[config.mk]
export PLATFORM = sky130hd
export DESIGN_NAME = count_sequencer
export DESIGN_NICKNAME = d
export VERILOG_FILES = /design/src/rtl/count_seq_pkg.sv /design/src/rtl/tick_gen.sv /design/src/rtl/count_sequencer.sv
export SDC_FILE = /design/constraint.sdc
export NUM_CORES = 1
export LEC_CHECK = 0
export ABC_AREA = 1
export CAP_MARGIN = 20
export CORE_MARGIN = 2
export CORE_UTILIZATION = 30
export DETAILED_ROUTE_END_ITERATION = 10
export GPL_ROUTABILITY_DRIVEN = 0
export PLACE_DENSITY = 0.58
export SYNTH_ARGS = -nofsm -noshare
export SYNTH_HDL_FRONTEND = slang
export SYNTH_SLANG_ARGS = --single-unit
[constraint.sdc]
create_clock -name clk -period 2.25 [get_ports clk]
set_clock_uncertainty 0.2 [all_clocks]
set_input_delay 0.5625 -clock clk [delete_from_list [all_inputs] [get_ports clk]]
set_output_delay 0.5625 -clock clk [all_outputs]
set_load 0.02 [all_outputs]
[src/rtl/count_seq_pkg.sv]
// Shared definitions for the command-driven count sequencer:
// host op-codes and the controller state encoding.
package count_seq_pkg;

  localparam logic [1:0] OP_START  = 2'd0;
  localparam logic [1:0] OP_PAUSE  = 2'd1;
  localparam logic [1:0] OP_RESUME = 2'd2;
  localparam logic [1:0] OP_CLEAR  = 2'd3;

  typedef enum logic [1:0] {
    S_IDLE  = 2'd0,
    S_RUN   = 2'd1,
    S_PAUSE = 2'd2,
    S_DONE  = 2'd3
  } state_e;

endpackage

[src/rtl/tick_gen.sv]
// Prescaler for the count sequencer. Produces a one-cycle enable (not a
// derived clock) every 2^N cycles in which run_i is high. The divider
// freezes while run_i is low so phase survives pause/resume, and clr_i
// forces it back to zero.
module tick_gen #(
  parameter int N = 22
) (
  input  logic clk,
  input  logic rstn,
  input  logic run_i,
  input  logic clr_i,
  output logic tick_o
);

  logic [N-1:0] divider_q;
  logic [N-1:0] divider_d;

  // Next divider value: clear wins, otherwise count only while running
  always_comb begin
    divider_d = divider_q;
    if (clr_i) begin
      divider_d = '0;
    end else if (run_i) begin
      divider_d = divider_q + N'(1);
    end
  end

  // Divider register with synchronous active-low reset
  always_ff @(posedge clk) begin
    if (!rstn) begin
      divider_q <= '0;
    end else begin
      divider_q <= divider_d;
    end
  end

  assign tick_o = run_i && (divider_q == {N{1'b1}});

endmodule

[src/rtl/count_sequencer.sv]
// Command-driven controller for the prescaled counter. Host commands
// (START/PAUSE/RESUME/CLEAR) arrive over a valid/ready handshake; the
// counter advances by one on every prescaler tick until it reaches the
// programmed target.
// Optional build macro AUTO_RELOAD_EN: on reaching the target the counter
// restarts from zero and keeps running instead of stopping in DONE.
module count_sequencer
  import count_seq_pkg::*;
#(
  parameter int N = 22,
  parameter int W = 4
) (
  input  logic         clk,
  input  logic         rstn,
  input  logic         cmd_valid,
  output logic         cmd_ready,
  input  logic [1:0]   cmd_op,
  input  logic [W-1:0] cmd_arg,
  output logic [W-1:0] data,
  output logic         tick,
  output logic         busy,
  output logic         done
);

  state_e       state_q, state_d;
  logic [W-1:0] data_q, data_d;
  logic [W-1:0] target_q, target_d;
  logic         ready_q, ready_d;
  logic         done_q, done_d;

  logic cmdAccept;
  logic runEn;
  logic divClr;
  logic tickEn;

  assign cmdAccept = cmd_valid && ready_q;
  assign runEn     = (state_q == S_RUN);

  // Divider restarts on START/CLEAR and is parked at zero when not counting
  assign divClr = (cmdAccept && ((cmd_op == OP_START) || (cmd_op == OP_CLEAR)))
                  || (state_q == S_IDLE) || (state_q == S_DONE);

  tick_gen #(
    .N(N)
  ) u_tick_gen (
    .clk   (clk),
    .rstn  (rstn),
    .run_i (runEn),
    .clr_i (divClr),
    .tick_o(tickEn)
  );

  // Next-state logic: an accepted command always takes priority over a tick
  always_comb begin
    state_d  = state_q;
    data_d   = data_q;
    target_d = target_q;
    done_d   = 1'b0;
    ready_d  = !cmdAccept;

    if (cmdAccept) begin
      case (cmd_op)
        OP_START: begin
          target_d = cmd_arg;
          data_d   = '0;
          state_d  = S_RUN;
        end
        OP_PAUSE: begin
          if (state_q == S_RUN) state_d = S_PAUSE;
        end
        OP_RESUME: begin
          if (state_q == S_PAUSE) state_d = S_RUN;
        end
        default: begin
          data_d  = '0;
          state_d = S_IDLE;
        end
      endcase
    end else if (tickEn) begin
      if (data_q == target_q) begin
        done_d = 1'b1;
`ifdef AUTO_RELOAD_EN
        data_d = '0;
`else
        state_d = S_DONE;
`endif
      end else begin
        data_d = data_q + W'(1);
      end
    end
  end

  // Controller registers with synchronous active-low reset
  always_ff @(posedge clk) begin
    if (!rstn) begin
      state_q  <= S_IDLE;
      data_q   <= '0;
      target_q <= '0;
      ready_q  <= 1'b1;
      done_q   <= 1'b0;
    end else begin
      state_q  <= state_d;
      data_q   <= data_d;
      target_q <= target_d;
      ready_q  <= ready_d;
      done_q   <= done_d;
    end
  end

  assign cmd_ready = ready_q;
  assign data      = data_q;
  assign tick      = tickEn;
  assign busy      = (state_q == S_RUN) || (state_q == S_PAUSE);
  assign done      = done_q;

endmodule
==> flow_summary.yaml, run 1 <==
outcome:
  status: "completed"
min_path:
  worstHoldStart: "target_q[3]"
  min_to: "target_q[3]"
  min_delay_path_depth: 2
  hold_path_class: "register to register"
critical_path:
  required_ns: 1.49
  worstSetupPathType: "register to primary output"
  cp_top_family: "buffers and inverters"
  r2r-end: "u_tick_gen.divider_q[19]"
  startpoint_type: "register"
  r2r_slack_ns: 0.40
  r2r-start: "state_q[1]"
  reg2reg_depth: 8
  cp-end-kind: "primary output"
  cp_cell_sequence: "inv_2 -> buf_4 -> ha_1 -> dlygate4sd2_1"
  slowest_stage: "dfxtp_1"
  cp.arrival_ns: 1.44
  max_stage_delay_ns: 0.35
  crit_fanout: 2
  crit_buf_inv: 3
grt:
  track_usage_pct: 12.82
  antenna_found_initial: 0
  grt_pass1_vias: 1730
  grt_pass1_wl_um: 7396
  grt.overflow.total: 0
  grt_max_degree: 13
die:
  fp.dieW_um: 83.57
  coreArea_um2: 6026
  io_pins: 17
  initial_core_util_pct: 31.52
  fp-row-count: 28
  die_area_um2: 6984
  die_y_um: 83.57
synthesis:
  syn-num-nets: 295
  avgSynthCellArea_um2: 6.882
  ys_types: 25
  syn-cell-area_um2: 1899
  ys_ff_latch: 34
  synth-seq-area-share_pct: 35.84
  ys_warn_count: 0
  synthCells: 276
layout:
  instances_no_fill: 411
  layout_commonest_cell: "nand2_1"
  drive_above_1_share_pct: 24.40
  diodes: 0
  layout.nets: 355
  syn2layout_area_growth_pct: 36.96
  final_cell_mix: "59 x nand2_1, 40 x buf_4, 33 x nor2_1"
sta:
  final.setup.worst_slack_ns: 0.04946
  drv_slew: 0
  setup_viol: 0
  maxSlewHeadroom_pct: 67.31
  fmax_mhz: 454.4
  hold_viol_final: 0
  worstMarginPinSlew_ns: 0.4866
  min_period_over_period_pct: 97.80
  period_needed_ns: 2.201
clock_network:
  cts_sinks: 34
  clock_path_buffers: 2
  path_clk_slew_ns: 0.07
  cts_buffers: 5
  cts_root_buf: "clkbuf_8"
  cts_tree: "done"
  htree_levels: 2
  clk_latency_ns: 0.29
  ctsHoldBuffers: 0
placed_design:
  placed_cells: 401
  dp_hpwl_um: 3306
  portBuffers: 16
  dp_slack_ns: -0.1651
routing:
  routed_wl_um: 4321
  first_iter_violations: 74
  vias: 1844
  post_drt_wl_per_cell_um: 10.51
  ant_nets: 0
  routed_via_density: 4.487
  drtPass1Iterations: 4
  drc_errors: 0
flow_run:
  drv_cap: 0
power:
  powerDensity_nw_per_um2: 519.4
  p_leak_nw: 1.052
  ir_worst_vdd_mv: 0.2784
## worst register-to-register path: stages (launching register included)
cell,delay (ns)
dfxtp_1,0.32
inv_2,0.08
ha_4,0.14
buf_4,0.15
nand4_1,0.24
nor2_4,0.26
nand2_2,0.10
nor3_1,0.18
nor3b_2,0.06
## timing repair
item                       in CTS  in global routing
pin swaps                       0                  4
gates resized for setup         5                 18
setup endpoints to repair       2                  6
setup buffers                   0                  3
## how the worst max path moves through the flow
stage / cells past startpoint / from / slack (ns) / to
global placement: 7 / state_q[1] / -0.09 / tick
CTS: 8 / u_tick_gen.divider_q[0] / 0.02 / tick
finish: 4 / state_q[1] / 0.05 / busy
global route: 9 / cmd_op[1] / -0.004 / u_tick_gen.divider_q[11]
floorplan: 7 / state_q[1] / 0.33 / tick
detailed placement: 8 / cmd_op[1] / -0.17 / u_tick_gen.divider_q[14]
## metal layers
layer	vias up	global-route usage (%)	wire (µm)
met3	5	2.868	97
met1	825	16.24	2097
li1	994	-	-
met2	20	21.02	2067
met4	0	5.132	59
met5	-	0	0
## state kept, by name, indices dropped and copies added, names as in the netlist
name and count:
cmd_ready 1, data 4, done 1, state_q 2
target_q 4, u_tick_gen.divider_q 22
## final cells by class
type / count / area (µm²)
Clock inverter: 1 / 30.03
Tap cell: 75 / 93.84
Inverter: 41 / 156.4
Timing Repair Buffer: 57 / 471.7
Sequential cell: 34 / 684.4
Clock buffer: 6 / 82.58
Fill cell: 643 / 3425
Multi-Input combinational cell: 197 / 1082
## synthesized netlist by cell type
cell type / number / area (µm²)
o21ai_1: 11 / 55.05
inv_2: 7 / 26.28
nor4_1: 1 / 6.260
o21ai_0: 5 / 25.02
nand3b_1: 2 / 15.01
xor2_1: 2 / 17.52
nand2_2: 5 / 31.28
ha_1: 10 / 125.1
inv_1: 34 / 127.6
nor3_1: 12 / 60.06
dfxtp_1: 34 / 680.7
a31oi_1: 2 / 12.51
nor2_4: 4 / 45.04
buf_2: 2 / 10.01
nor2_2: 2 / 12.51
buf_4: 2 / 15.01
nand2_1: 61 / 229.0
nand3_1: 12 / 60.06
nor3b_2: 1 / 12.51
nor2_1: 35 / 131.4
nor4_4: 1 / 21.27
a21oi_1: 21 / 105.1
nand4_1: 2 / 12.51
xnor2_1: 5 / 43.79
and3_1: 3 / 18.77
## power by group
group	total (W)	internal, W	switching [W]
sequential	0.000616	0.000611	0.00000534
clock	0.000573	0.000354	0.000219
combinational	0.000162	0.0000743	0.0000877
## cells by family (layout without fill, tap and decap cells)
kind of cell	after synthesis	after routing	synth area share, %
AO/OA/AOI/OAI	39	39	10.41
XOR/XNOR	7	7	3.228
adder cells (fa/ha/maj)	10	10	6.588
buffers and inverters	45	105	9.420
flip-flops	34	34	35.84
AND/OR/NAND/NOR	141	141	34.52
## per-stage QoR
step / instance area, µm² / util, % / hold WS, ns / TNS [ns] / power (W)
floorplan: 1899 / - / 0.2431 / 0 / 0.0007174
global placement: 2414 / 40.05 / 0.2529 / -1.774 / 0.0007771
detailed placement: 2414 / 40.05 / 0.2585 / -2.704 / 0.0007779
CTS: 2520 / 41.82 / 0.2697 / 0 / 0.001351
global route: 2601 / 43.17 / 0.2838 / -0.003664 / 0.001406
finish: 2601 / 43.17 / 0.2657 / 0 / 0.001351
Power figures use the tool's default switching activity.
==> run 2, diff against run 1 <==
- HOLD_SLACK_MARGIN: default -> 0.12
==> results of run 2 <==
Final layout, timing and power as in run 1 (identical DEF).
